**config.mk**
```make
export PLATFORM = sky130hd
export DESIGN_NAME = tdm_demux_1to4
export DESIGN_NICKNAME = d
export VERILOG_FILES = /design/src/rtl/tdm_demux_1to4.sv
export SDC_FILE = /design/constraint.sdc
export NUM_CORES = 1
export LEC_CHECK = 0
export ABC_CLOCK_PERIOD_IN_PS = 3640
export CAP_MARGIN = 5
export CORE_ASPECT_RATIO = 1.2
export CORE_MARGIN = 4
export CORE_UTILIZATION = 33
export DETAILED_ROUTE_END_ITERATION = 16
export HOLD_SLACK_MARGIN = 0.1
export PLACE_DENSITY = 0.62
export SLEW_MARGIN = 20
export SYNTH_ARGS = -nofsm -noshare
export SYNTH_HDL_FRONTEND = slang
export SYNTH_SLANG_ARGS = --single-unit
```
**constraint.sdc**
```tcl
create_clock -name clk -period 3.64 [get_ports clk]
set_input_delay 0.546 -clock clk [delete_from_list [all_inputs] [get_ports clk]]
set_output_delay 0.546 -clock clk [all_outputs]
set_load 0.005 [all_outputs]
```
**src/rtl/tdm_demux_1to4.sv**
```systemverilog
// Registered 1-to-4 TDM demultiplexer: aligns slot 0 on frame_start, steers words
// to four channel registers and publishes a snapshot of every complete frame.
module tdm_demux_1to4 #(
  parameter int width = 16
) (
  input  logic               clk,
  input  logic               rst,
  input  logic [width-1:0]   din,
  input  logic               din_valid,
  input  logic               frame_start,
  output logic [width-1:0]   ch0,
  output logic [width-1:0]   ch1,
  output logic [width-1:0]   ch2,
  output logic [width-1:0]   ch3,
  output logic [3:0]         ch_valid,
  output logic [4*width-1:0] frame_out,
  output logic               frame_done,
  output logic               sync_err,
  output logic               busy
);

  typedef enum logic [0:0] {IDLE = 1'b0, RUN = 1'b1} state_t;

  state_t             state_q;
  logic [1:0]         slot_q;
  logic [width-1:0]   ch0_q, ch1_q, ch2_q, ch3_q;
  logic [3:0]         ch_valid_q;
  logic [4*width-1:0] frame_q;
  logic               frame_done_q, sync_err_q, busy_q;

  // Frame alignment FSM, channel steering and pulse generation
  always_ff @(posedge clk) begin
    if (rst) begin
      state_q      <= IDLE;
      slot_q       <= 2'd0;
      ch0_q        <= '0;
      ch1_q        <= '0;
      ch2_q        <= '0;
      ch3_q        <= '0;
      ch_valid_q   <= 4'b0000;
      frame_q      <= '0;
      frame_done_q <= 1'b0;
      sync_err_q   <= 1'b0;
      busy_q       <= 1'b0;
    end else begin
      ch_valid_q   <= 4'b0000;
      frame_done_q <= 1'b0;
      sync_err_q   <= 1'b0;
      if (din_valid) begin
        case (state_q)
          IDLE: begin
            if (frame_start) begin
              ch0_q      <= din;
              ch_valid_q <= 4'b0001;
              slot_q     <= 2'd1;
              state_q    <= RUN;
              busy_q     <= 1'b1;
            end else begin
              state_q <= IDLE;
            end
          end
          RUN: begin
            if (frame_start) begin
              // Resync: abandon the partial frame, stale ch1..ch3 are kept
              sync_err_q <= 1'b1;
              ch0_q      <= din;
              ch_valid_q <= 4'b0001;
              slot_q     <= 2'd1;
            end else begin
              ch_valid_q <= 4'b0001 << slot_q;
              case (slot_q)
                2'd1: begin
                  ch1_q  <= din;
                  slot_q <= 2'd2;
                end
                2'd2: begin
                  ch2_q  <= din;
                  slot_q <= 2'd3;
                end
                2'd3: begin
                  ch3_q        <= din;
                  frame_q      <= {din, ch2_q, ch1_q, ch0_q};
                  frame_done_q <= 1'b1;
                  slot_q       <= 2'd0;
                  state_q      <= IDLE;
                  busy_q       <= 1'b0;
                end
                default: begin
                  slot_q  <= 2'd0;
                  state_q <= IDLE;
                  busy_q  <= 1'b0;
                end
              endcase
            end
          end
          default: begin
            state_q <= IDLE;
            slot_q  <= 2'd0;
            busy_q  <= 1'b0;
          end
        endcase
      end
    end
  end

  assign ch0        = ch0_q;
  assign ch1        = ch1_q;
  assign ch2        = ch2_q;
  assign ch3        = ch3_q;
  assign ch_valid   = ch_valid_q;
  assign frame_out  = frame_q;
  assign frame_done = frame_done_q;
  assign sync_err   = sync_err_q;
  assign busy       = busy_q;

endmodule

```
==> impl_metrics.ini, run 1 <==
[sta]
finalSetupTns_ns = 0
slew_headroom_pct = 53.20
finClkSkew_ns = 0.006921
worst_slack_ns = 1.586
fin_crit_sh_pct = 56.43
setup_viol = 0
slew_viol_final = 0
timing.fmax_mhz = 486.8
fin_crit_ns = 2.054
tightest_slew_ns = 0.7020
finalHoldViolations = 0
rsz0062_at_grt = no
whs_ns = 0.4532

[global_route]
grt_pass1_vias = 3955
grt_pass1_wl_um = 20470
grt_max_degree = 76
grt_usage_pct = 16.81
overflow = 0
antenna_found_initial = 0

[layout]
final_nets = 690
antenna_cells = 0
drive_above_1_share_pct = 5.891
fin_cells = 847
area_delta_synth_final_pct = 47.45

[place]
globalplace.congestion = 0.7722
port_buffers = 154
hpwlAfterDp_um = 9153
pre_cts_slack_ns = 1.141
dp_cells = 815

[synthesis]
synth_warnings = 0
synthCells = 546
synth_cell_type_count = 24
synth-edff-count = 0
synth.top_cell.area_share_pct = 54.52
synth_commonest_cells = 226 x nand2_1, 121 x dfxtp_1, 114 x a21oi_1, 27 x buf_4, 12 x clkbuf_1
synth_area_um2 = 4443
synth_ff_type = dfxtp_1
yosysMostFrequentCell = nand2_1
synth-seq-area-share_pct = 54.52
syn-num-nets = 570
synth_area_leader_cell = dfxtp_1
async_reset_ff_share_pct = 0
synth_area_leaders = dfxtp_1 55%, nand2_1 19%, a21oi_1 13%
syn_avg_cell_area_um2 = 8.137
ys_seq_elements = 121

[clocking]
ctsLongestPathBuffers = 2
cts_root_buf = clkbuf_16
post_cts_buffers = 0
htreeDepth = 4
cts_resized = 0
cts_tree = done
clk_pin_slew_ns = 0.05
cts_hold_buf = 0
cts.sinks = 121
cts_made_buffers = 17
clk_latency_ns = 0.40

[floorplan]
core_um2 = 13180
pin_count = 155
dieArea_um2 = 15390
initial_utilization_pct = 33.71
die_h_um = 135.1
die_w_um = 113.9
placementRows = 46

[pwr]
powerDensity_nw_per_um2 = 505.6
power_frac_comb_pct = 3.5
ir_drop_v = 0.0002900
internal-power_mw = 2.625
p_leak_nw = 2.204
switchingPower_mw = 0.6869
netSwitchingFraction_pct = 20.74
p_clk_share_pct = 55.7
power_frac_seq_pct = 40.7

[drt]
dr.pass1.iters = 4
vias_per_cell = 4.756
drc = 0
antenna_left = 0
drt_iter0_markers = 189
via_count = 4028
routed_wl_um = 13110
wl_per_cell_um = 15.47

[status]
status = complete, no violations

[setup_path]
arrival_ns = 2.38
cp-end-kind = register
worstPathMaxFanout = 45
required_ns = 3.97
critical-path-max-stage-delay_ns = 0.70
start_kind = primary input
timing.critical_path.cells = clkdlybuf4s50_1, and4b_2, buf_12, nand2_1, a21oi_1
cp_slowest_cell = clkdlybuf4s50_1
path_class = in -> reg

[hold_path]
min_path_type = reg -> reg

[job]
drv_cap = 0
[flip-flops by register name, summed over array words and instances (netlist names)]
| signal | count |
|---|---|
| ch0 | 16 |
| ch2 | 16 |
| state_q | 1 |
| slot_q | 2 |
| busy | 1 |
| ch_valid | 4 |
| sync_err | 1 |
| ch3 | 15 |
| ch1 | 16 |
| frame_out | 49 |
[logic make-up (layout without fill, tap and decap cells)]
family	Yosys count	count (layout)	share of synthesized area (%)
AND/OR/NAND/NOR	243	243	21.99
flip-flops	121	121	54.52
AO/OA/AOI/OAI	119	119	13.66
buffers and inverters	59	192	8.702
adder cells (fa/ha/maj)	4	4	1.126
[metrics by stage]
stage | utilization [%] | area (um2) | total power, mW
after floorplan | - | 4443 | 1.425
after global placement | 44.47 | 5862 | 1.489
after detailed placement | 44.68 | 5889 | 1.495
after CTS | 49.71 | 6551 | 3.346
after global routing | 49.71 | 6551 | 3.419
final | 49.71 | 6551 | 3.312
[final timing paths]
| path | cells past startpoint | to | start | slack [ns] |
|---|---|---|---|---|
| worst max-delay path | 5 | ch3[4]$_SDFFE_PP0P_ | din_valid | 1.59 |
| worst min-delay path | 2 | frame_out[28]$_SDFFE_PP0P_ | frame_out[28]$_SDFFE_PP0P_ | 0.45 |
| worst max register to register | 4 | ch3[4]$_SDFFE_PP0P_ | state_q$_SDFFE_PP0P_ | 1.89 |
| worst min register to register | 2 | frame_out[28]$_SDFFE_PP0P_ | frame_out[28]$_SDFFE_PP0P_ | 0.45 |
[power groups by stage]
stage,Combinational (mW),Clock [mW],Sequential (mW)
floorplan,0.0505,0,1.37
global placement,0.111,0,1.38
detailed placement,0.117,0,1.38
CTS,0.118,1.88,1.35
global route,0.126,1.94,1.35
finish,0.117,1.85,1.35
[per-layer routing]
layer	part of all wire, %	up-vias	GRT usage [%]
met4	1.8	0	6.139
met1	43	1893	20.39
met3	6.0	18	4.975
met5	0	-	0
met2	49	133	28.13
li1	-	1984	-
[layout make-up]
| type | instances | area [um2] |
|---|---|---|
| clock buffers | 18 | 439.2 |
| clock inverters | 14 | 222.7 |
| fillers | 1264 | 6629 |
| inverters | 2 | 7.507 |
| multi-input cells | 366 | 1635 |
| flip-flops and latches | 121 | 2422 |
| well taps | 168 | 210.2 |
| repair buffers | 158 | 1614 |
[cell usage in the layout, fill, tap and decap left out]
cell,netlist,routed
a211oi_1,1,1
a21oi_1,114,114
and2_1,1,1
and4b_1,3,2
and4b_2,0,1
buf_12,0,2
buf_16,0,1
buf_4,27,2
bufinv_16,0,5
clkbuf_16,0,17
clkbuf_8,0,1
clkdlybuf4s50_1,0,153
clkinv_2,0,1
clkinv_4,0,6
clkinvlp_4,0,2
dfxtp_1,121,121
ha_1,4,4
inv_1,2,2
nand2_1,226,226
nand2b_1,1,1
nand4b_1,1,1
nand4b_2,2,2
nor2_1,6,6
nor3b_1,2,2
o21a_1,1,1
o21ai_0,1,1
o31ai_1,1,1
o32ai_1,1,1
or4b_1,1,1
[critical path: cells and delay by family]
kind                   cells  cell delay (ns)
and+or+nand+nor            2             0.67
AOI/OAI and AO/OA          1             0.15
buffers and inverters      2             0.98
Note: power is estimated with default switching activity, not from simulation.
==> inputs of run 2 (changes only) <==
ABC_CLOCK_PERIOD_IN_PS = 2100   (was 3640)
clock period = 2.1 ns   (was 3.64 ns; I/O delays follow)
==> run 2 against run 1 <==
Design area is 0.19% higher. Count of clock-buffer cells in the layout is 3 higher. Die area stayed put. Setup slack worse by 1.2 ns. Power is 67% higher. Sequential share of layout area is 0.071 points lower. Clock skew is 0.0011 ns lower. Largest power group unchanged. Highest routed layer unchanged.
==> impl_metrics.ini, run 2 (synthesis results as in run 1) <==
[sta]
finalHoldViolations = 0
finalSetupTns_ns = 0
setup_viol = 0
fin_crit_sh_pct = 79.53
fin_crit_ns = 1.670
slew_viol_final = 0
slew_headroom_pct = 60.63
tightest_slew_ns = 0.5906
timing.fmax_mhz = 598.7
rsz0062_at_grt = no
whs_ns = 0.3814
finClkSkew_ns = 0.005800

[setup_path]
cp-end-kind = primary output
worstPathMaxFanout = 3
crit_buf_inv = 1
start_kind = register
arrival_ns = 1.36
cp_top_family = buffers and inverters
path_class = reg -> out
cp_slowest_cell = clkdlybuf4s50_1
timing.critical_path.cells = clkdlybuf4s50_1
required_ns = 1.78
critical-path-max-stage-delay_ns = 0.54

[global_route]
antenna_found_initial = 0
grt_max_degree = 71
grt_pass1_wl_um = 20210
grt_pass1_vias = 3920
overflow = 0
grt_usage_pct = 16.93

[clocking]
post_cts_buffers = 0
cts_root_buf = clkbuf_16
htreeDepth = 4
cts_resized = 0
ctsLongestPathBuffers = 2
cts_tree = done
cts.sinks = 121
cts_hold_buf = 0
clk_pin_slew_ns = 0.05
clk_latency_ns = 0.41
cts_made_buffers = 17

[layout]
largest_reg_flops = 49
drive_above_1_share_pct = 6.715
layout_common_cells = 226 x nand2_1, 153 x clkdlybuf4s50_1, 121 x dfxtp_1, 114 x a21oi_1, 17 x clkbuf_16
antenna_cells = 0
layout_commonest_cell = nand2_1
final_nets = 696
fillers = 1287
area_delta_synth_final_pct = 47.73

[drt]
antenna_left = 0
routed_wl_um = 13020
via_count = 4080
drt_iter0_markers = 245
dr.pass1.iters = 4
drc = 0
vias_per_cell = 4.783
wl_per_cell_um = 15.26

[floorplan]
initial_utilization_pct = 33.71
pin_count = 155
placementRows = 46
core_um2 = 13180
die_w_um = 113.9
dieArea_um2 = 15390
die_h_um = 135.1

[hold_path]
min_path_type = in -> reg

[place]
port_buffers = 154
globalplace.congestion = 0.7980
hpwlAfterDp_um = 9114

[pwr]
p_leak_nw = 2.216
ir_drop_v = 0.0005024
powerDensity_nw_per_um2 = 844.7
finalPower_mw = 5.544

[status]
status = complete, no violations

[job]
drv_cap = 0
==> run 2: cell count changes in the layout (fill, tap and decap cells not counted) <==
cell / before / now
clkinv_4: 6 / 1
clkinv_2: 1 / 3
clkbuf_8: 1 / 4
bufinv_16: 5 / 3
buf_4: 2 / 7
buf_16: 1 / 0
clkinvlp_4: 2 / 4
buf_12: 2 / 4
==> run 2: path summary, 6_finish.rpt <==
path	start	end	slack [ns]	cells past startpoint
setup / recovery	ch3[14]$_SDFFE_PP0P_	ch3[14]	0.43	1
hold / removal	rst	ch_valid[3]$_SDFF_PP0_	0.38	2
setup reg to reg	slot_q[1]$_SDFFE_PP0P_	ch1[6]$_SDFFE_PP0P_	0.66	5
hold reg to reg	frame_out[15]$_SDFFE_PP0P_	frame_out[15]$_SDFFE_PP0P_	0.45	2
==> run 2: routing by layer <==
layer	global-route usage [%]	vias to the layer above	routed length (um)
met4	8.119	0	378
met1	19.80	1918	5399
met3	5.558	26	834
met2	27.86	131	6405
li1	-	2005	-
met5	0	-	0
==> run 2: through the flow <==
stage / setup WS (ns) / util (%) / std cells / instance area (um2)
6_report: 0.4298 / 49.80 / 853 / 6564
5_1_grt: 0.3837 / 49.80 / 853 / 6564
4_1_cts: 0.4041 / 49.80 / 853 / 6564
3_5_place_dp: 0.1661 / 45.06 / 821 / 5939
3_3_place_gp: 0.2055 / 45.06 / 821 / 5939
2_1_floorplan: 0.7571 / - / 546 / 4443
==> run 2: cell type report <==
type	instances	area (um2)	share of cell area (%)
clock buffer	21	480.5	7.320
clock inverter	11	143.9	2.192
inverter	2	7.507	0.1144
multi-input combinational	366	1635	24.91
sequential	121	2422	36.90
tap	168	210.2	3.202
timing repair buffer	164	1664	25.35
==> run 2: report_power, final <==
part / switching, mW / total (mW) / leakage, nW / internal (mW)
logic: 0.113 / 0.204 / 0.942 / 0.0914
registers: 0.0216 / 2.34 / 0.977 / 2.32
clock network: 1.01 / 3.00 / 0.297 / 1.99
total: 1.15 / 5.54 / 2.22 / 4.40
==> RTL change 1, RTL diff (settings of run 2) <==
Put one more register stage on the output `ch3`, without a reset. The value now appears one clock later. The other outputs are not delayed to match.
--- a/src/rtl/tdm_demux_1to4.sv
+++ b/src/rtl/tdm_demux_1to4.sv
@@ -106,7 +106,9 @@
   assign ch0        = ch0_q;
   assign ch1        = ch1_q;
   assign ch2        = ch2_q;
-  assign ch3        = ch3_q;
+  always_ff @(posedge clk) begin
+    ch3 <= ch3_q;
+  end
   assign ch_valid   = ch_valid_q;
   assign frame_out  = frame_q;
   assign frame_done = frame_done_q;
Behaviour: no difference found for any inputs over 4 cycles, from zero or initial values and one cycle with rst high; that may be too few to reach the edited logic, so the function may still have changed.
==> RTL change 1 against run 2 <==
  * Cell area rose by 4.1%
  * Die area rose by 4.1%
  * Register-to-register slack got worse by 0.12 ns
  * Core utilization fell by 0.15 points
  * Setup slack improved by 0.016 ns
  * Non-clock buffer count fell by 1
  * Area after synthesis rose by 4.4%
  * Critical path depth did not move
  * Sequential cell count rose by 16
  * Routed wire length rose by 6.1%
  * Total power rose by 3.3%
  * First-iteration DRC count fell by 6.1%
  * Critical path type unchanged
  * Largest cell class unchanged
==> RTL change 1: results (changes against run 2) <==
* Outcome: complete, no violations
* Fin cells at 871 (+2.1%)
* Highest routed layer: met4
* Mapped Nets at 570 (unchanged)
* Filler cells at 1323 (+2.8%)
* Initial antenna violation count at 0 (unchanged)
* Synth Flop Type: dfxtp_1
* Met3 wire length at 871 um (+4.4%)
* H-tree Lvls at 4 (unchanged)
* Worst-Skew Late Latency at ~0.4 ns
* Share of cells above drive strength 1 at 5.71% (-1.0 points)
* CTS clk-pin slew, worst paths at 0.05 ns (about the same)
* Hold crit path type: primary input to flip-flop
* Global-route wire length before repair at 21100 um (+4.6%)
* Top cells by count, synth: 226 x nand2_1, 137 x dfxtp_1, 114 x a21oi_1
* Maximum fanout along the worst path at 3 (unchanged)
* Worst path top cell family by delay: buffers and inverters
* DRT iter0 DRCs at 230 (-6.1%)
* # Post-CTS Setup Buffers at 0 (unchanged)
* Layout Nets at 711 (+2.2%)
* Diodes inserted at 0 (unchanged)
* DP Wirelength at 9840 um (+8.0%)
* VDD IR-drop max at 0.436 mV (-13%)
* Worst EP arrival at 1.34 ns (-0.02 ns)
* Met1 usage at 20.6% (+0.79 points)
* Drt pass-1 iters at 5 (+1)
* GRT Total Usage at 17.2% (+0.31 points)
* Worst path max stage delay at 0.53 ns
* Synthesis warning total at 0 (unchanged)
* Register area share after synthesis at 59.1% (+4.6 points)
* Area contributors post-synth: dfxtp_1 59%, nand2_1 18%, a21oi_1 12%, buf_4 1.8%, buf_6 1.5%
* PortBufs at 154 (unchanged)
* WL met2 at 7220 um (+13%)
* WL met1 at 5500 um (+1.8%)
* DP Area at 0.00626 mm^2 (+5.3%)
* Vias at 4120 (+0.98%)
* Largest net degree at the start of global routing at 65 (-8.5%)
* GR Util met3 at 3.93% (-1.6 points)
* Pre-CTS setup slack at 0.135 ns (-0.0309 ns)
* Final Hold Viols at 0 (unchanged)
* Met2 Use GR at 29.9% (+2.0 points)
* CTS buffer count at 17 (unchanged)
* Layout Skew at 0.00487 ns (-0.000928 ns)
* Clk root buf: clkbuf_16
* Max FFs per register at 49 (unchanged)
* Netlist cell types at 24 (unchanged)
* Slew @ Worst Pin at 0.558 ns (-0.0324 ns)
* Placed insts at 839 (+2.2%)
* Leak Pwr at 0.00232 uW (+4.9%)
* Placer Congestion at 0.770 (-3.5%)
* WL final at 13800 um (+6.1%)
* Vias in the first global route at 3970 (+1.3%)
* Post-cts resize count at 0 (unchanged)
* Max Root-Sink Buffers at 2 (unchanged)
* Slowest CP cell: clkdlybuf4s50_1
## RTL change 1: cell types whose count changed after synthesis
cell | run 2 | this run
clkbuf_1 | 12 | 13
buf_6 | 7 | 6
buf_2 | 7 | 8
buf_4 | 27 | 11
dfxtp_1 | 121 | 137
buf_1 | 2 | 1
## RTL change 1: per-stage QoR
step	total power (uW)	util [%]
4_1_cts	5790	49.7
2_1_floorplan	2780	-
5_1_grt	5910	49.7
6_report	5730	49.7
3_5_place_dp	2910	45.5
3_3_place_gp	2910	45.5
## RTL change 1: report_power, final
part,switching (uW),leakage [uW],total [uW],internal [uW]
Clock,1030,0.000281,2870,1840
Combinational,116,0.000937,209,92.8
Sequential,22.0,0.00111,2640,2620
Total,1170,0.00232,5730,4550
## RTL change 1: area by class of cell
| cell class | instances | area [um^2] | share of cell area (%) |
|---|---|---|---|
| inverter | 2 | 7.51 | 0.110 |
| sequential | 137 | 2740 | 40.1 |
| multi-input combinational | 366 | 1640 | 23.9 |
| clock buffer | 25 | 485 | 7.10 |
| clock inverter | 7 | 91.3 | 1.34 |
| tap | 171 | 214 | 3.13 |
| timing repair buffer | 163 | 1660 | 24.2 |
## RTL change 1: path summary, 6_finish.rpt
| check | slack, ns | depth (start not counted) | from | end |
|---|---|---|---|---|
| worst max-delay path | 0.45 | 1 | ch2[11] | ch2[11] |
| worst max register to register | 0.54 | 5 | slot_q[0] | ch2[12] |
| worst min-delay path | 0.29 | 2 | rst | slot_q[0] |
| worst min register to register | 0.37 | 0 | ch3_q[4] | ch3[4] |
## RTL change 1: kinds of logic (layout without fill, tap and decap cells)
group	count (synthesis)	after routing	share of synthesized area (%)
flip-flops	137	137	59.1
AO/OA/AOI/OAI	119	119	13.1
AND/OR/NAND/NOR	243	243	21.1
buffers and inverters	43	197	5.61
adder cells (fa/ha/maj)	4	4	1.08
==> RTL change 2, RTL diff (settings of run 2) <==
Without the edit above. The parameter `width` goes from 16 to 24.
--- a/src/rtl/tdm_demux_1to4.sv
+++ b/src/rtl/tdm_demux_1to4.sv
@@ -1,7 +1,7 @@
 // Registered 1-to-4 TDM demultiplexer: aligns slot 0 on frame_start, steers words
 // to four channel registers and publishes a snapshot of every complete frame.
 module tdm_demux_1to4 #(
-  parameter int width = 16
+  parameter int width = 24
 ) (
   input  logic               clk,
   input  logic               rst,
Interface: changed (6 resized); port bits go from 155 to 227. No check against the original RTL was run, so the function may have changed too.
==> RTL change 2 against run 2 <==
  * Clock skew is 0.0049 ns higher
  * Area after synthesis up 50%
  * Non-clock buffer count grew 79
  * Critical path type unchanged
  * Sequential cell count rose by 56
  * Largest power group is now registers
  * Routed wire length is 58% higher
  * Critical endpoint is now ch0[23]
  * Total power rose by 25%
  * Cell area up 45%
  * Setup slack worse by 0.015 ns
==> RTL change 2: results (changes against run 2) <==
* Leak Pwr at 0.00310 uW (+40%)
* Maximum fanout along the worst path at 3 (unchanged)
* Pint at 5320 uW (+21%)
* Diodes inserted at 0 (unchanged)
* Drt pass-1 iters at 4 (unchanged)
* Area contributors post-synth: dfxtp_1 53%, nand2_1 18%, a21oi_1 9.8%, a21oi_2 5.3%, buf_4 4.0%
* Share of cells above drive strength 1 at 10.6% (+3.9 points)
* Register area share after synthesis at 53.3% (-1.2 points)
* Largest net degree at the start of global routing at 96 (+35%)
* DP Area at 0.00889 mm^2 (+50%)
* Vias in the first global route at 5424 (+38%)
* Max FFs per register at 73 (+49%)
* Worst-Skew Late Latency at 0.42 ns
* Setup crit start: ch0[23]
* DP Wirelength at 14100 um (+54%)
* Vias per cell at 4.60 (-3.9%)
* Min-delay src: frame_out[61]
* CTS buffer count at 17 (unchanged)
* Reg2Reg Launch Point: state_q
* Post-detailed-route wirelength per cell at 16.4 um (+7.7%)
* Slowest CP cell: clkdlybuf4s50_1
* Outcome: complete, no violations
* GRT Total Usage at 18.1% (+1.2 points)
* Top cells by count, synth: 326 x nand2_1, 177 x dfxtp_1, 130 x a21oi_1
* Synthesis warning total at 0 (unchanged)
* Relative slew slack at 64.6% (+4.0 points)
* Layout Nets at 1007 (+45%)
* Layout Skew at 0.0107 ns (+0.00494 ns)
* DRT iter0 DRCs at 365 (+49%)
* Filler cells at 1917 (+49%)
* Max Root-Sink Buffers at 2 (unchanged)
* CTS clk-pin slew, worst paths at around 0.060 ns
* Worst path max stage delay at 0.60 ns (+0.06 ns)
* Placer Congestion at 0.774 (-3.0%)
* Global-route wire length before repair at 31500 um (+56%)
* Final Hold Viols at 0 (unchanged)
* VDD IR-drop max at 0.543 mV (+8.0%)
* Post-cts resize count at 0 (unchanged)
* Hold crit path type: flip-flop to flip-flop
* Mapped Nets at 829 (+45%)
* PortBufs at 226 (+47%)
* Netlist cell types at 27 (+13%)
* H-tree Lvls at 4 (unchanged)
* Initial antenna violation count at 0 (unchanged)
## RTL change 2: cell type report
| cell class | count | area (um^2) | area share (%) |
|---|---|---|---|
| clock buffers | 18 | 439 | 4.62 |
| flip-flops and latches | 177 | 3540 | 37.3 |
| repair buffers | 243 | 2490 | 26.3 |
| inverters | 2 | 7.51 | 0.0790 |
| clock inverters | 14 | 155 | 1.63 |
| well taps | 261 | 327 | 3.44 |
| multi-input cells | 534 | 2530 | 26.7 |
## RTL change 2: per-layer routing
metal / global-route usage [%] / routed length (um) / up-vias / share of wire, %
li1: - / - / 2888 / -
met1: 23.1 / 8790 / 2671 / 43
met2: 29.6 / 10200 / 145 / 50
met3: 4.04 / 964 / 36 / 4.7
met4: 7.08 / 597 / 0 / 2.9
met5: 0 / 0 / - / 0
## RTL change 2: final timing paths
| check | to | slack (ns) | cells past startpoint |
|---|---|---|---|
| setup / recovery | ch0[23] | 0.41 | 1 |
| hold / removal | frame_out[61] | 0.45 | 2 |
| setup reg to reg | frame_out[25] | 0.56 | 4 |
| hold reg to reg | frame_out[61] | 0.45 | 2 |
## RTL change 2: timing repair
action,4_1_cts,5_1_grt
setup endpoints to repair,0,0
hold buffers,1,0
hold endpoints to repair,4,0
## RTL change 2: metrics by stage
step                      power [uW]  setup WS, ns  util, %  hold WS, ns  std cells
after floorplan                 3610         0.728        -        0.442        797
after global placement          3800         0.165     45.2        0.441       1216
after detailed placement        3800         0.138     45.2        0.446       1216
after CTS                       6980         0.389     48.2        0.455       1249
after global routing            7130         0.367     48.2        0.469       1249
final                           6910         0.415     48.2        0.454       1249
## RTL change 2: kinds of logic after synthesis
group	Yosys count	share of synthesized area (%)
buffers and inverters	86	8.67
AND/OR/NAND/NOR	355	21.7
adder cells (fa/ha/maj)	4	0.753
flip-flops	177	53.3
AO/OA/AOI/OAI	175	15.6
## RTL change 2: power by group through the flow
stage / clock [uW] / combinational [uW] / sequential, uW
floorplan: 0 / 129 / 3480
global placement: 0 / 312 / 3490
detailed placement: 0 / 311 / 3490
CTS: 3250 / 314 / 3420
global route: 3380 / 338 / 3420
finish: 3180 / 311 / 3420
